$ cat src/rtl/sdram_arb_pkg.sv
// Shared types and defaults for the two-master SDRAM port arbiter.
package sdram_arb_pkg;

    // Who currently owns the slave port.
    typedef enum logic [1:0] {
        StIdle = 2'd0,
        StOwn0 = 2'd1,
        StOwn1 = 2'd2
    } arb_state_e;

    localparam int unsigned AwDefault = 24;
    localparam int unsigned DwDefault = 16;

    // A read ID is the index of the master that issued it.
    localparam int unsigned IdW = 1;

endpackage

$ cat src/rtl/rd_id_fifo.sv
// Synchronous FIFO of master IDs for outstanding reads; head is valid when not empty.
module rd_id_fifo
    import sdram_arb_pkg::*;
#(
    parameter int unsigned DEPTH = 8
) (
    input  logic           clk,
    input  logic           rst,
    input  logic           push,
    input  logic [IdW-1:0] push_id,
    input  logic           pop,
    output logic           full,
    output logic           empty,
    output logic [IdW-1:0] head
);

    localparam int unsigned PtrW = $clog2(DEPTH);
    localparam logic [PtrW:0] CountFull = (PtrW + 1)'(DEPTH);

    logic [IdW-1:0]  mem_q [DEPTH];
    logic [IdW-1:0]  mem_d [DEPTH];
    logic [PtrW-1:0] wr_ptr_q, wr_ptr_d;
    logic [PtrW-1:0] rd_ptr_q, rd_ptr_d;
    logic [PtrW:0]   count_q, count_d;

    assign full  = (count_q == CountFull);
    assign empty = (count_q == '0);
    assign head  = mem_q[rd_ptr_q];

    // Next-state: push and pop are independent; both together leave the count unchanged.
    always_comb begin
        mem_d    = mem_q;
        wr_ptr_d = wr_ptr_q;
        rd_ptr_d = rd_ptr_q;
        count_d  = count_q;
        if (push) begin
            mem_d[wr_ptr_q] = push_id;
            wr_ptr_d        = wr_ptr_q + PtrW'(1);
        end
        if (pop) begin
            rd_ptr_d = rd_ptr_q + PtrW'(1);
        end
        if (push && !pop) begin
            count_d = count_q + (PtrW + 1)'(1);
        end else if (pop && !push) begin
            count_d = count_q - (PtrW + 1)'(1);
        end
    end

    // State register; storage needs no reset since empty gates its use.
    always_ff @(posedge clk) begin
        if (rst) begin
            wr_ptr_q <= '0;
            rd_ptr_q <= '0;
            count_q  <= '0;
        end else begin
            wr_ptr_q <= wr_ptr_d;
            rd_ptr_q <= rd_ptr_d;
            count_q  <= count_d;
        end
        mem_q <= mem_d;
    end

endmodule

$ cat src/rtl/sdram_port_arbiter.sv
// Round-robin share of one Avalon-MM SDRAM slave between two masters, with
// bounded grant hold and in-order read return routing through an ID FIFO.
module sdram_port_arbiter
    import sdram_arb_pkg::*;
#(
    parameter int unsigned AW         = AwDefault,
    parameter int unsigned DW         = DwDefault,
    parameter int unsigned MAX_BURST  = 8,
    parameter int unsigned PEND_DEPTH = 8
) (
    input  logic          sys_clk,
    input  logic          sys_rst,
    input  logic [AW-1:0] m0_address,
    input  logic          m0_read,
    input  logic          m0_write,
    input  logic [DW-1:0] m0_writedata,
    input  logic [1:0]    m0_byteenable,
    output logic          m0_waitrequest,
    output logic [DW-1:0] m0_readdata,
    output logic          m0_readdatavalid,
    input  logic [AW-1:0] m1_address,
    input  logic          m1_read,
    input  logic          m1_write,
    input  logic [DW-1:0] m1_writedata,
    input  logic [1:0]    m1_byteenable,
    output logic          m1_waitrequest,
    output logic [DW-1:0] m1_readdata,
    output logic          m1_readdatavalid,
    output logic [AW-1:0] s_address,
    output logic          s_read,
    output logic          s_write,
    output logic [DW-1:0] s_writedata,
    output logic [1:0]    s_byteenable,
    input  logic          s_waitrequest,
    input  logic [DW-1:0] s_readdata,
    input  logic          s_readdatavalid,
    output logic          err_unexp_rdv
);

    localparam int unsigned BcW = $clog2(MAX_BURST) + 1;
    localparam logic [BcW-1:0] BurstLast = BcW'(MAX_BURST - 1);

    arb_state_e     state_q, state_d;
    logic           last_grant_q, last_grant_d;
    logic [BcW-1:0] burst_cnt_q, burst_cnt_d;
    logic           err_q, err_d;

    logic           req0, req1, sel, owning, own_req, oth_req;
    logic           sel_read, sel_write, rd_block, stall, accept, release_grant;
    logic           fifo_push, fifo_pop, fifo_full, fifo_empty;
    logic [IdW-1:0] fifo_head;

    assign req0 = m0_read | m0_write;
    assign req1 = m1_read | m1_write;

    // Slave command mux and per-master stall; a pop this cycle frees a slot for the read.
    always_comb begin
        owning       = (state_q == StOwn0) || (state_q == StOwn1);
        sel          = (state_q == StOwn1);
        own_req      = sel ? req1 : req0;
        oth_req      = sel ? req0 : req1;
        sel_read     = sel ? m1_read : m0_read;
        sel_write    = sel ? m1_write : m0_write;
        s_address    = sel ? m1_address : m0_address;
        s_writedata  = sel ? m1_writedata : m0_writedata;
        s_byteenable = sel ? m1_byteenable : m0_byteenable;
        rd_block     = owning & sel_read & fifo_full & ~s_readdatavalid;
        s_read       = owning & sel_read & ~rd_block;
        // Read wins over an illegal simultaneous write.
        s_write      = owning & sel_write & ~sel_read;
        stall        = s_waitrequest | rd_block;
        m0_waitrequest = (state_q == StOwn0) ? stall : 1'b1;
        m1_waitrequest = (state_q == StOwn1) ? stall : 1'b1;
        accept       = (s_read | s_write) & ~s_waitrequest;
        fifo_push    = accept & s_read;
        fifo_pop     = s_readdatavalid & ~fifo_empty;
        m0_readdatavalid = fifo_pop & (fifo_head == IdW'(0));
        m1_readdatavalid = fifo_pop & (fifo_head == IdW'(1));
        m0_readdata  = s_readdata;
        m1_readdata  = s_readdata;
        err_d        = err_q | (s_readdatavalid & fifo_empty);
        err_unexp_rdv = err_q;
    end

    // Grant FSM: release on burst cap or dropped request, hand over directly if contended.
    always_comb begin
        state_d       = state_q;
        last_grant_d  = last_grant_q;
        burst_cnt_d   = burst_cnt_q;
        release_grant = 1'b0;
        unique case (state_q)
            StIdle: begin
                if (req0 && req1) begin
                    state_d = last_grant_q ? StOwn0 : StOwn1;
                end else if (req0) begin
                    state_d = StOwn0;
                end else if (req1) begin
                    state_d = StOwn1;
                end
            end
            StOwn0, StOwn1: begin
                release_grant = (accept && (burst_cnt_q == BurstLast)) || !own_req;
                if (release_grant) begin
                    burst_cnt_d  = '0;
                    last_grant_d = sel;
                    if (oth_req) begin
                        state_d = sel ? StOwn0 : StOwn1;
                    end else if (!own_req) begin
                        state_d = StIdle;
                    end
                end else if (accept) begin
                    burst_cnt_d = burst_cnt_q + BcW'(1);
                end
            end
            default: state_d = StIdle;
        endcase
    end

    // State register with synchronous reset; m0 wins the first tie.
    always_ff @(posedge sys_clk) begin
        if (sys_rst) begin
            state_q      <= StIdle;
            last_grant_q <= 1'b1;
            burst_cnt_q  <= '0;
            err_q        <= 1'b0;
        end else begin
            state_q      <= state_d;
            last_grant_q <= last_grant_d;
            burst_cnt_q  <= burst_cnt_d;
            err_q        <= err_d;
        end
    end

    rd_id_fifo #(
        .DEPTH (PEND_DEPTH)
    ) u_rd_id_fifo (
        .clk     (sys_clk),
        .rst     (sys_rst),
        .push    (fifo_push),
        .push_id (IdW'(sel)),
        .pop     (fifo_pop),
        .full    (fifo_full),
        .empty   (fifo_empty),
        .head    (fifo_head)
    );

endmodule

$ cat config.mk
export PLATFORM = sky130hd
export DESIGN_NAME = sdram_port_arbiter
export DESIGN_NICKNAME = d
export VERILOG_FILES = /design/src/rtl/sdram_arb_pkg.sv /design/src/rtl/rd_id_fifo.sv /design/src/rtl/sdram_port_arbiter.sv
export SDC_FILE = /design/constraint.sdc
export NUM_CORES = 1
export LEC_CHECK = 0
export BUFFER_PORTS_ARGS = -buffer_cell sky130_fd_sc_hd__buf_2
export CAP_MARGIN = 15
export CORE_UTILIZATION = 40
export CTS_CLUSTER_DIAMETER = 150
export DETAILED_ROUTE_END_ITERATION = 10
export PLACE_DENSITY = 0.94
export SLEW_MARGIN = 0
export SYNTH_ARGS = -nofsm -noshare
export SYNTH_HDL_FRONTEND = slang
export SYNTH_HIERARCHICAL = 1
export SYNTH_SLANG_ARGS = --single-unit
$ cat constraint.sdc
create_clock -name sys_clk -period 4.7 [get_ports sys_clk]
set_clock_uncertainty 0.05 [all_clocks]
set_input_delay 0.47 -clock sys_clk [delete_from_list [all_inputs] [get_ports sys_clk]]
set_output_delay 0.47 -clock sys_clk [all_outputs]
set_load 0.05 [all_outputs]
Yosys cells after proc, flatten, opt, wreduce, memory -nomap -nowiden --
Index checks and enable logic that the tools add are counted.
Cells by class: multiplexer cells 28, $add $sub $neg 5, reductions and logical operators 18, bitwise logic cells 25, eq/ne operators 7, $lt $le $gt $ge 3
Operator list (count):
- 2-to-1 mux 24 bit | 1
- 2-to-1 mux 2 bit | 9
- 2-to-1 mux 16 bit | 1
- 2-to-1 mux 4 bit | 4
- bitwise AND 1 bit | 12
- 2-to-1 mux 1 bit | 9
- adder 4 x 1 -> 4 bit, second input constant | 2
- bitwise mux 8 bit | 1
- greater-or-equal comparator 4 bit, second input constant | 2
- inverter 3 -> 4 bit | 2
- adder 3 x 1 -> 3 bit, second input constant | 2
- inverter 1 bit | 6
- logical AND 1 bit | 5
- bitwise OR 1 bit | 5
- equality test 4 x 3 -> 1 bit, second input constant | 1
- equality test 4 bit, second input constant | 1
- logical NOT 4 bit | 1
- less-than comparator 4 x 1 -> 1 bit, second input constant | 1
- inequality test 4 bit, second input constant | 1
- case mux 2 bit (2 select lines) | 1
- AND reduction 2 bit | 2
- nonzero test 2 bit | 2
- subtractor 4 x 1 -> 4 bit, second input constant | 1
- binary-select mux 1 bit (select 3 bit) | 1
- 10 further kinds | 13
Storage, ports and cells: input bits 108, word-level logic and storage cells 101, register bits 26

Longest topological paths before layout --
word-level depth 14, mapped depth 12, gate-level depth less buffers 11

Cells and area by module --
The synthesis kept the hierarchy.
Modules (own cells, without submodules):
- sdram_port_arbiter | instances 1, cells an instance 167, area an instance 1478.9 sq um
- rd_id_fifo | instances 1, cells an instance 76, area an instance 855.8 sq um

Least setup slack after synthesis --
OpenSTA, ideal clock, no wires.
path type flip-flop to flip-flop, start register state_q[1], end register u_rd_id_fifo.count_q[3], library setup time 0.121 ns, path slack 1.453 ns, buffers on the path 1, stages on the path, launching flop included 13, data arrival time 3.076 ns, cells stage by stage dfxtp_1 inv_1 ha_1 buf_2 inv_1 nor4_1 ha_1 inv_1 ha_1 a21oi_1 a211oi_1 a31oi_1 mux2_2
Between the ends: word-level cells in the longest chain between the ends 13, elaborated cells on any way between the ends 21, classes of those cells 2 x eq/ne; 3 x mux; 11 x bitwise; 5 x reduce/logical
RTL lines:
- from (decl) | line sdram_port_arbiter.sv:43 | arb_state_e state_q, state_d;
- from (signal assigned) | line sdram_port_arbiter.sv:122 | state_q <= StIdle;
- from (signal assigned) | line sdram_port_arbiter.sv:127 | state_q <= state_d;
- equality test 2 bit or equality test 2 x 1 -> 1 bit (tied branches) | line sdram_port_arbiter.sv:58, sdram_port_arbiter.sv:59
- 2-to-1 mux 1 bit or logical OR 1 bit (tied branches) | line sdram_port_arbiter.sv:62, sdram_port_arbiter.sv:58
- bitwise AND 1 bit | line sdram_port_arbiter.sv:67, sdram_port_arbiter.sv:68
- bitwise AND 1 bit (2 in a row) | line sdram_port_arbiter.sv:67 | rd_block = owning & sel_read & fifo_full & ~s_readdatavalid;
- inverter 1 bit | line sdram_port_arbiter.sv:68 | s_read = owning & sel_read & ~rd_block;
- bitwise AND 1 bit | line sdram_port_arbiter.sv:68
- bitwise OR 1 bit | line sdram_port_arbiter.sv:74 | accept = (s_read | s_write) & ~s_waitrequest;
- bitwise AND 1 bit | line sdram_port_arbiter.sv:74
- bitwise AND 1 bit * | line sdram_port_arbiter.sv:75 | fifo_push = accept & s_read;
- named net fifo_push | line sdram_port_arbiter.sv:50 | logic fifo_push, fifo_pop, fifo_full, fifo_empty;
- logical NOT 1 bit | line rd_id_fifo.sv:45 | end else if (pop && !push) begin
- logical AND 1 bit | line rd_id_fifo.sv:45
- nonzero test 2 bit (no source line)
- to (signal assigned) | line rd_id_fifo.sv:59 | count_q <= count_d;
- to (decl) | line rd_id_fifo.sv:24 | logic [PtrW:0] count_q, count_d;
Mark *: on every way through the listed nets, which the timed path passes. The rest lies on a longest branch. A chain may end at the register's enable or synchronous reset.

Worst setup path after layout --
Ends and elaborated chain as after synthesis.

==> flow_summary.toml <==
[yosys]
ys_top_cells_by_area = "mux2_2, dfxtp_1, buf_4, edfxtp_1, ha_1"
synth_ff_type = "dfxtp_1"
synth_adder_area_share_pct = 6.75
synth_edf_count = 8
synth-seq-cells = 26
synth_fp_nets = 363
ys_seq_area_share_pct = 25.7
syn_inst = 243
synth_mux_area_share_pct = 29.3
synth_compound_area_share_pct = 8.41
synth.most_common_cell = "mux2_2"
synth_cell_types = 45
synth-xor-area-share_pct = 1.88
yosys_warnings = 6
synth_top_family_by_area = "multiplexers"
synth_area_leader_cell = "mux2_2"
yosys-top-cells-count = "mux2_2, buf_4, nor2_1, dfxtp_1, ha_1"
synth-simple-area-share_pct = 15.0
syn_area_um2 = 2330
synthArstFlopShare_pct = 0
avgSynthCellArea_um2 = 9.61
netlist.area_leader.share_pct = 19.8

[clocking]
htree_levels = 1
cts_resized = 0
cts_sinks = 26
ctsRootBufferMaster = "clkbuf_8"
cts_inserted_buffers = 3
cts_tree = "built"
hold_buffers = 0
post_cts_buffers = 0
cts.clk_slew.worst_paths_ps = 90
clk_path_buf_depth = 2
clock_latency_ps = 270

[floorplanning]
initial_core_util_pct = 41.9
die-area_um2 = 6150
rows = 27
core_area_um2 = 5570
io_pins = 189
die_x_um = 78.4
die_y_um = 78.4

[finish]
nets = 469
drive_gt1_share_pct = 57.2
synthToLayoutAreaGrowth_pct = 25.7
antenna_cells = 0

[routing]
drcViolationCount = 0
wl_per_cell_um = 15.9
drtPass1Iterations = 4
first_iter_violations = 108
vias_per_cell = 5.04
vias = 2115
ant_nets = 0
wl_mm = 6.66

[grt]
grt_max_degree = 58
antenna_found_initial = 0
grt_pass1_wl_mm = 9.68
grt_pass1_vias = 1976
grt_usage_pct = 20.7
grt.overflow.total = 0

[setup_path]
crit_end = "u_rd_id_fifo/count_q[3]"
crit_type = "reg2reg"
required_ps = 4820
r2r_start = "state_q[1]"
critPathMaxFanout = 10
start_kind = "flip-flop"
rrSetupSlack_ps = 1370
startpoint = "state_q[1]"
timing.rr.end = "u_rd_id_fifo/count_q[3]"
cp.arrival_ps = 3450
rr_worst_depth = 12
endpoint_kind = "flip-flop"

[placed_design]
gp_congestion = 0.818
portBuffers = 140
hpwl_mm = 5.57

[outcome]
status = "finished, final reports clean"

[timing]
tightest_slew_ps = 622
fmax_ghz = 0.301
min_period_ps = 3330
slew_headroom_pct = 58.5
slew_viol_final = 0
fin_crit_sh_pct = 70.8
hold_violations = 0
rsz0062_at_grt = "no"
tns_ps = 0
holdWs_ps = 398
setup_viol = 0

[job]
maxCapViolCount = 0

[power_and_ir_drop]
peakVddDrop_uv = 334
p_leak_nw = 1.32
powerDensity_nw_per_um2 = 541

[min_path]
hp-class = "in2reg"
min_from = "s_readdatavalid"
## worst max-delay path: stages (launching register included)
cell and delay (ps):
dfxtp_1 400, inv_1 100, ha_1 470, inv_1 230, nor4_1 360, buf_4 200
ha_1 170, inv_1 90, ha_1 330, a21oi_1 210, a211oi_1 100, a31oi_1 170
mux2_2 350
## layout make-up
| cell class | instances | area [µm²] |
|---|---|---|
| Multi-Input combinational cell | 170 | 1430 |
| Sequential cell | 26 | 601 |
| Inverter | 6 | 22.5 |
| Clock buffer | 3 | 41.3 |
| Tap cell | 72 | 90.1 |
| Timing Repair Buffer | 142 | 716 |
| Clock inverter | 1 | 30.0 |
| Fill cell | 514 | 2640 |
## worst min-delay path by stage
stage	endpoint	slack [ps]	cells after the start
after floorplan	burst_cnt_q[1]	420	2
after global placement	err_unexp_rdv	400	2
after detailed placement	err_unexp_rdv	400	2
after CTS	err_unexp_rdv	400	3
after global routing	err_unexp_rdv	440	3
final	err_unexp_rdv	400	3
## flip-flops by register name, summed over array words and instances (netlist names)
name,flops
u_rd_id_fifo/wr_ptr_q,3
u_rd_id_fifo/mem_q,8
state_q,2
burst_cnt_q,4
last_grant_q,1
u_rd_id_fifo/rd_ptr_q,3
u_rd_id_fifo/count_q,4
err_unexp_rdv,1
## stage by stage
step	worst slack, ps	util, %	cells	instance area, µm²	power [mW]
global route	1130	52.6	420	2930	1.68
detailed placement	1440	51.4	416	2860	1.41
finish	1370	52.6	420	2930	1.59
global placement	1590	51.4	416	2860	1.39
CTS	1420	52.6	420	2930	1.60
floorplan	1450	-	243	2330	1.25
## routing by layer
metal	vias up	track usage [%]	part of all wire [%]
met1	948	22.9	37
met5	-	0	0
met3	19	6.16	8.1
met2	103	35.4	50
li1	1045	-	-
met4	0	11.5	4.2
## layout by cell type, fill, tap and decap left out, types with 7 or more instances in the layout
master	Yosys	final
mux2_2	41	41
nor2_1	27	27
buf_2	5	140
nor3_1	7	7
nand2b_1	7	7
mux2i_1	8	8
dfxtp_1	18	18
a21oi_1	7	7
ha_1	11	10
nand2_1	9	9
edfxtp_1	8	8
## cells by family after synthesis
kind of cell / Yosys count
buf+inv: 47
compound gates: 27
fa+ha+maj: 12
xor+xnor: 5
mux: 58
simple gates: 68
flops: 26
## where the power goes
part	switching [mW]	internal [mW]
Clock	0.0718	0.114
Sequential	0.0409	0.276
Combinational	0.717	0.368
No activity file was read; power rests on OpenSTA's default activity.
